### config.mk
export PLATFORM = sky130hd
export DESIGN_NAME = multi_bank_stream_reader
export DESIGN_NICKNAME = d
export VERILOG_FILES = /design/src/rtl/multi_bank_stream_reader.sv
export SDC_FILE = /design/constraint.sdc
export NUM_CORES = 1
export LEC_CHECK = 0
export ABC_AREA = 1
export BUFFER_PORTS_ARGS = -buffer_cell sky130_fd_sc_hd__buf_2
export CORE_MARGIN = 2
export CORE_UTILIZATION = 35
export DETAILED_ROUTE_END_ITERATION = 6
export HOLD_SLACK_MARGIN = 0.1
export PLACE_DENSITY = 0.56
export SYNTH_ARGS = -nofsm -noshare
export SYNTH_HDL_FRONTEND = slang
export SYNTH_SLANG_ARGS = --single-unit
### constraint.sdc
create_clock -name clk -period 4.85 [get_ports clk]
set_clock_uncertainty 0.05 [all_clocks]
set_input_delay 0.97 -clock clk [delete_from_list [all_inputs] [get_ports clk]]
set_output_delay 0.97 -clock clk [all_outputs]
set_load 0.03 [all_outputs]
### src/rtl/multi_bank_stream_reader.sv
// Read-side master for the multi-bank BRAM: issues the same address to every bank,
// buffers the returned words and emits one BANKS*WIDTH-wide AXI-Stream beat per address.
module multi_bank_stream_reader #(
    parameter int BANKS      = 4,
    parameter int WIDTH      = 16,
    parameter int DEPTH      = 256,
    parameter int ADDR       = $clog2(DEPTH),
    parameter int FIFO_DEPTH = 4
) (
    input  logic                   clk,
    input  logic                   rst_n,
    input  logic                   start,
    input  logic [ADDR-1:0]        base_addr,
    input  logic [ADDR:0]          count,
    output logic                   busy,
    output logic                   done,
    output logic                   err,
    output logic [BANKS-1:0]       enb,
    output logic [BANKS*ADDR-1:0]  addrb,
    input  logic [BANKS*WIDTH-1:0] doutb,
    input  logic [BANKS-1:0]       validb,
    output logic [BANKS*WIDTH-1:0] m_axis_tdata,
    output logic                   m_axis_tvalid,
    input  logic                   m_axis_tready,
    output logic                   m_axis_tlast
);
    localparam int PW = $clog2(FIFO_DEPTH);
    localparam int CW = PW + 1;
    localparam int BW = BANKS * WIDTH;
    localparam logic [ADDR:0] XFER_ONE = 1;
    localparam logic [CW-1:0] CNT_ONE  = 1;
    localparam logic [CW:0]   CREDITS  = (CW+1)'(FIFO_DEPTH);

    typedef enum logic [1:0] {IDLE, RUN, DRAIN, FIN} state_t;
    state_t state;

    logic [ADDR:0]   count_r;
    logic [ADDR:0]   issued;
    logic [ADDR:0]   beat_cnt;
    logic [ADDR-1:0] rd_addr;
    logic [CW-1:0]   outstanding;
    logic [CW-1:0]   fifo_cnt;
    logic [PW-1:0]   wr_ptr;
    logic [PW-1:0]   rd_ptr;
    logic [BW-1:0]   fifo_mem [FIFO_DEPTH];

    logic          active;
    logic          push;
    logic          pop;
    logic          issue;
    logic          mismatch;
    logic [CW:0]   credits_used;

    // Returns are only accepted while a transfer is live, so data still in
    // flight from an aborted transfer is dropped after reset.
    assign active       = (state == RUN) || (state == DRAIN);
    assign push         = active && validb[0];
    assign pop          = m_axis_tvalid && m_axis_tready;
    assign mismatch     = active && (validb != '0) && (validb != '1);
    assign credits_used = {1'b0, outstanding} + {1'b0, fifo_cnt};
    assign issue        = (state == RUN) && (issued < count_r) && (credits_used < CREDITS);

    assign m_axis_tvalid = (fifo_cnt != '0);
    assign m_axis_tdata  = fifo_mem[rd_ptr];
    assign m_axis_tlast  = m_axis_tvalid && (beat_cnt == count_r - XFER_ONE);

    always_ff @(posedge clk) begin
        if (push) begin
            fifo_mem[wr_ptr] <= doutb;
        end
    end

    always_ff @(posedge clk or negedge rst_n) begin
        if (!rst_n) begin
            state       <= IDLE;
            busy        <= 1'b0;
            done        <= 1'b0;
            err         <= 1'b0;
            enb         <= '0;
            addrb       <= '0;
            count_r     <= '0;
            issued      <= '0;
            beat_cnt    <= '0;
            rd_addr     <= '0;
            outstanding <= '0;
            fifo_cnt    <= '0;
            wr_ptr      <= '0;
            rd_ptr      <= '0;
        end else begin
            done <= 1'b0;
            enb  <= {BANKS{issue}};
            if (issue) begin
                addrb   <= {BANKS{rd_addr}};
                rd_addr <= rd_addr + 1'b1;
                issued  <= issued + 1'b1;
            end
            if (mismatch) begin
                err <= 1'b1;
            end

            case ({issue, push})
                2'b10:   outstanding <= outstanding + 1'b1;
                2'b01:   outstanding <= outstanding - 1'b1;
                default: outstanding <= outstanding;
            endcase
            case ({push, pop})
                2'b10:   fifo_cnt <= fifo_cnt + 1'b1;
                2'b01:   fifo_cnt <= fifo_cnt - 1'b1;
                default: fifo_cnt <= fifo_cnt;
            endcase
            if (push) begin
                wr_ptr <= wr_ptr + 1'b1;
            end
            if (pop) begin
                rd_ptr   <= rd_ptr + 1'b1;
                beat_cnt <= beat_cnt + 1'b1;
            end

            case (state)
                IDLE: begin
                    if (start) begin
                        count_r  <= count;
                        rd_addr  <= base_addr;
                        issued   <= '0;
                        beat_cnt <= '0;
                        if (count == '0) begin
                            state <= FIN;
                            done  <= 1'b1;
                        end else begin
                            state <= RUN;
                            busy  <= 1'b1;
                        end
                    end
                end
                RUN: begin
                    if (issued == count_r) begin
                        state <= DRAIN;
                    end
                end
                DRAIN: begin
                    // Finish on the final handshake itself so done lands one cycle later.
                    if (outstanding == '0 &&
                        (fifo_cnt == '0 || (fifo_cnt == CNT_ONE && pop))) begin
                        state <= FIN;
                        busy  <= 1'b0;
                        done  <= 1'b1;
                    end
                end
                FIN: begin
                    state <= IDLE;
                end
                default: begin
                    state <= IDLE;
                end
            endcase
        end
    end

    assert property (@(posedge clk) disable iff (!rst_n)
        !(push && fifo_cnt == CW'(FIFO_DEPTH)));

endmodule

Yosys cells after proc, flatten, opt, wreduce, memory -nomap -nowiden
Memory sizes are Yosys's and may differ from the RTL's.
Index checks and enable logic that the tools add are counted.
{"block": "totals", "regBits": 83, "memories": 1, "wordCells": 92, "inputBits": 89, "ramBits": 256}
{"block": "op_classes", "n_lt_le_gt_ge": 2, "n_mux": 26, "reduce_logical": 23, "add_sub_neg": 11, "n_eq_ne": 15}
{"name": "fifo_mem", "words": 4, "width": 64, "read_ports": 1, "rd_clocked_by_memory_dff": 0, "wr": 1, "line_no": "45", "rtl": "logic [BW-1:0] fifo_mem [FIFO_DEPTH];"}
{"cell": "9-bit two-way mux", "n": 6}
{"cell": "8-bit two-way mux", "n": 3}
{"cell": "9-bit by 1-bit adder with 9-bit output (second input constant)", "n": 2}
{"cell": "9-bit == test", "n": 2}
{"cell": "3-bit one-hot mux with 2 select lines", "n": 2}
{"cell": "1-bit logical AND", "n": 9}
{"cell": "9-bit zero test", "n": 1}
{"cell": "9-bit less-than comparator", "n": 1}
{"cell": "9-bit by 1-bit subtractor with 9-bit output (second input constant)", "n": 1}
{"cell": "8-bit by 1-bit adder with 8-bit output (second input constant)", "n": 1}
{"cell": "2-bit == test (second input constant)", "n": 4}
{"cell": "1-bit two-way mux", "n": 8}
{"cell": "2-bit two-way mux", "n": 4}
{"cell": "2-bit one-hot mux with 4 select lines", "n": 1}
{"cell": "3-bit by 1-bit adder with 3-bit output (second input constant)", "n": 2}
{"cell": "2-bit by 1-bit == test with 1-bit output (second input constant)", "n": 3}
{"cell": "3-bit zero test", "n": 2}
{"cell": "2-bit nonzero test", "n": 3}
{"cell": "3-bit by 1-bit subtractor with 3-bit output (second input constant)", "n": 2}
{"cell": "2-bit by 1-bit adder with 2-bit output (second input constant)", "n": 2}
{"cell": "3-bit by 3-bit adder with 4-bit output", "n": 1}
{"cell": "4-bit by 3-bit less-than comparator with 1-bit output (second input constant)", "n": 1}
{"cell": "2-bit by 1-bit inequality test with 1-bit output (second input constant)", "n": 2}
{"cell": "2-bit inequality test (second input constant)", "n": 2}
{"cell": "other kinds (10)", "n": 12}

Logic depth before layout (Yosys ltp)
{"block": "logic_depth", "depth_word": 7, "ltp_mapped": 16}

Worst setup path before layout
OpenSTA, ideal clock, no wires.
{"block": "synth_path", "kind": "input -> register", "from": "input port validb[0]", "to": "memory fifo_mem[0][0] in the netlist's numbering, enable pin", "slack_ps": 504, "setup_time_ps": 487, "stages": 2, "arrival_time_ps": 3810, "t_required_ps": 4313, "n_path_buf": 0, "path_cell_list": "nand2_1 nor2_1"}
{"block": "synth_via", "elab_chain_cells": 3}
{"element": "from (decl)", "line_no": "21", "rtl": "input logic [BANKS-1:0] validb,"}
{"element": "1-bit logical AND", "line_no": "57", "rtl": "assign push = active && validb[0];"}
{"element": "1-bit two-way mux", "line_no": "68", "rtl": "if (push) begin"}
{"element": "1-bit two-way mux (not written as such)", "line_no": "69", "rtl": "fifo_mem[wr_ptr] <= doutb;"}
{"element": "to (decl)", "line_no": "45"}
No other way between the ends.

Final worst setup path
{"block": "layout_path", "from": "register rd_ptr[0]", "to": "output port m_axis_tdata[2]"}
{"block": "layout_via", "elab_chain_cells": 1}
{"element": "from (decl)", "line_no": "44", "rtl": "logic [PW-1:0] rd_ptr;"}
{"element": "from (signal assigned)", "line_no": "115", "rtl": "rd_ptr <= rd_ptr + 1'b1;"}
{"element": "memory 4 x 64 bit"}
{"element": "to (decl)", "line_no": "22", "rtl": "output logic [BANKS*WIDTH-1:0] m_axis_tdata,"}
No other way between the ends.

==> out/results.tsv <==
stage	metric	value	unit
critical_path	crit_fanout	78	
sta	finalCriticalPeriod	3.82	ns
logic_synthesis	ys_async_sr_fraction	18.7	%
floorplanning	die-area	39700	sq um
clock_tree	clk_path_buf_depth	3	
global_route	grtUsageTotal	15.5	%
logic_synthesis	synth.distinct_cells	34	
floorplanning	die_h	199	microns
clock_tree	cts_buffers	37	
route	firstDrtPassIters	5	
logic_synthesis	ys_seq_area_share	68.6	%
floorplanning	initial_utilization	35.5	%
global_route	grt_pass1_wl	47700	microns
global_route	first_global_vias	8917	
pwr	combPwrFrac	40.7	%
layout	fin_cells	1870	
sta	fin_hold_ws	0.412	ns
floorplanning	core_area	37700	sq um
critical_path	crit_type	flip-flop to output pin	
placed_design	portBuffers	193	
critical_path	endpoint_kind	output pin	
job	maxCapViolCount	0	
route	viasPerCell	4.80	
clock_tree	tritoncts	built	
logic_synthesis	synth_nets	1275	
route	drtAntennaViolNets	0	
placed_design	gp_congestion	0.784	
layout	nNetsFinal	1443	
sta	slew_headroom	32.6	%
sta	rsz0062_at_grt	false	
sta	worstMarginPinSlew	1.01	ns
global_route	grt-ovfl-total	0	
clock_tree	htree_num_levels	2	
critical_path	critPathSlowestCell	dfrtp_4	
critical_path	slowest_delay	0.81	ns
clock_tree	holdBufCountCts	0	
route	wire_per_inst	16.1	microns
layout	area_growth	19.2	%
run_status	outcome	complete, no violations	
pwr	power_leakage	6.24	nW
logic_synthesis	synth.avg_cell_area	11.5	sq um
route	wirelength	30200	microns
route	via_count	8985	
layout	fillerInstances	3620	
min_path	hold_path_depth	2	
clock_tree	cts_setup_buffers	0	
clock_tree	cts_repair_resize_count	0	
pwr	p_sw_share	42.2	%
critical_path	cp-start-kind	flip-flop	
sta	slew_viol_final	0	
clock_tree	root_buffer	clkbuf_16	
placed_design	detailed_place_hpwl	18200	microns
critical_path	path_cells	buf_4 > o21ai_0 > o22ai_1 > buf_2	
pwr	vdd_ir_drop_max	323	uV
pwr	clkPwrFrac	25.0	%
pwr	switchingPower	4.67	mW
global_route	antenna_found_initial	9	
floorplanning	fp.dieW	199	microns
logic_synthesis	synth-edff-count	256	
pwr	power.total	11.1	mW
clock_tree	clk-insertion-delay-late	0.53	ns
route	drt_iter0_markers	334	
logic_synthesis	syn-cell-area	13400	sq um
logic_synthesis	ys_warn_count	0	
layout	layout-drive-gt1-share	20.8	%
placed_design	post_dp_cell_area	14700	sq um
sta	fmax	262	MHz
floorplanning	fp-row-count	71	
critical_path	path_buf_inv	2	
sta	min_period_over_period	78.8	%
placed_design	dp_cells	1797	
pwr	power_frac_seq	34.4	%
min_path	hold_path_class	flip-flop to flip-flop	
floorplanning	ioPinCount	194	
pwr	p_int	6.39	mW
layout	design_area	15900	sq um
critical_path	worstRegToRegCells	15	
sta	setup_violations	0	
pwr	power.density	695	nW/um^2
logic_synthesis	syn_inst	1157	
critical_path	path_depth	4	
route	drc	0	
clock_tree	clkTransAtPathRegs	0.06	ns
global_route	grt_max_degree	79	
critical_path	worst_ep_arrival_time	2.80	ns
sta	hold_viol	0	
critical_path	cp_top_family	buffers and inverters	
clock_tree	clock-sinks	315	
critical_path	required	3.83	ns
logic_synthesis	synth-seq-cells	315	
logic_synthesis	synth_ff_type	edfxtp_1	
sta	final.setup.tns	0	ns
==> cells in the final DEF, fill, tap and decap left out, drive strengths merged <==
master / netlist / layout
a21oi: 13 / 13
buf: 45 / 206
bufinv: 0 / 4
clkbuf: 32 / 43
clkinv: 1 / 18
dfrtp: 59 / 59
diode: 0 / 6
edfxtp: 256 / 256
fa: 1 / 1
ha: 28 / 28
inv: 84 / 87
nand2: 146 / 146
nand3: 42 / 42
nand3b: 3 / 3
nand4: 7 / 7
nor2: 180 / 180
nor3: 5 / 5
o21a: 1 / 1
o21ai: 161 / 161
o22ai: 65 / 65
o31ai: 1 / 1
or2: 5 / 5
or4: 1 / 1
xnor2: 6 / 6
xor2: 15 / 15
==> worst register-to-register path, delay by kind of cell (launching register included) <==
kind                     cells  cell delay [ns]
buffers and inverters        4             0.55
AO/OA/AOI/OAI                2             0.25
flip-flops                   1             0.39
adder cells (fa/ha/maj)      3             0.90
XOR/XNOR                     1             0.14
AND/OR/NAND/NOR              5             0.44
==> sequential cells by signal, indices dropped and copies added (netlist names), 2 cells and up <==
signal / cells
rd_addr: 8
count_r: 9
wr_ptr: 2
fifo_mem: 256
state: 2
issued: 9
addrb: 8
beat_cnt: 9
outstanding: 3
fifo_cnt: 3
rd_ptr: 2
==> power by group through the flow <==
| stage | Sequential [mW] | Clock [mW] | Combinational (mW) |
|---|---|---|---|
| 2_1_floorplan | 3.84 | 0 | 3.32 |
| 3_3_place_gp | 3.85 | 0 | 4.52 |
| 3_5_place_dp | 3.86 | 0 | 4.56 |
| 4_1_cts | 3.81 | 2.83 | 4.58 |
| 5_1_grt | 3.87 | 2.94 | 5.02 |
| 6_report | 3.80 | 2.76 | 4.50 |
==> layer usage <==
metal  part of all wire (%)  GRT usage (%)
met5                   0.14              0
met4                    2.4           5.24
met3                    7.0           4.86
met2                     47           25.8
met1                     44           19.2
==> cell families after synthesis <==
group	share of synthesized area (%)
buffers and inverters	5.65
adders and majority gates	2.77
AOI/OAI and AO/OA	9.68
xor gates and xnor gates	1.38
and+or+nand+nor	11.9
DFF	68.6
==> final timing paths <==
kind | from | endpoint | slack (ns)
worst min-delay path | err | err | 0.41
worst max register to register | count_r[5] | outstanding[2] | 2.02
worst min register to register | err | err | 0.41
worst max-delay path | rd_ptr[0] | m_axis_tdata[2] | 1.03
min in group asynchronous | rst_n | beat_cnt[6] | 0.51
max in group asynchronous | rst_n | busy | 3.40
==> synth_stat cells, drive strengths merged, types with 5 or more instances <==
cell	n	share of area, %
nor3	5	0.19
dfrtp	59	11
nand2	146	4.1
a21oi	13	0.49
or2	5	0.23
edfxtp	256	58
nor2	180	5.2
nand3	42	1.6
o22ai	65	3.0
inv	84	2.4
nand4	7	0.33
xnor2	6	0.39
buf	45	2.3
o21ai	161	6.0
xor2	15	0.98
ha	28	2.6
clkbuf	32	0.91
==> through the flow <==
step	setup slack, ns	utilization, %
3_5_place_dp	1.56	39.0
5_1_grt	0.809	42.3
6_report	1.03	42.3
4_1_cts	0.996	42.2
2_1_floorplan	0.504	-
3_3_place_gp	1.59	39.0
==> cell type report <==
type | instances | area, sq um | share of cell area [%]
clock buffer | 43 | 970 | 6.09
inverter | 85 | 324 | 2.04
multi-input combinational | 680 | 3470 | 21.8
clock inverter | 24 | 249 | 1.56
antenna | 6 | 15.0 | 0.0943
sequential | 315 | 9170 | 57.6
tap | 511 | 639 | 4.02
timing repair buffer | 206 | 1090 | 6.84
Note: power is estimated with default switching activity, not from simulation.
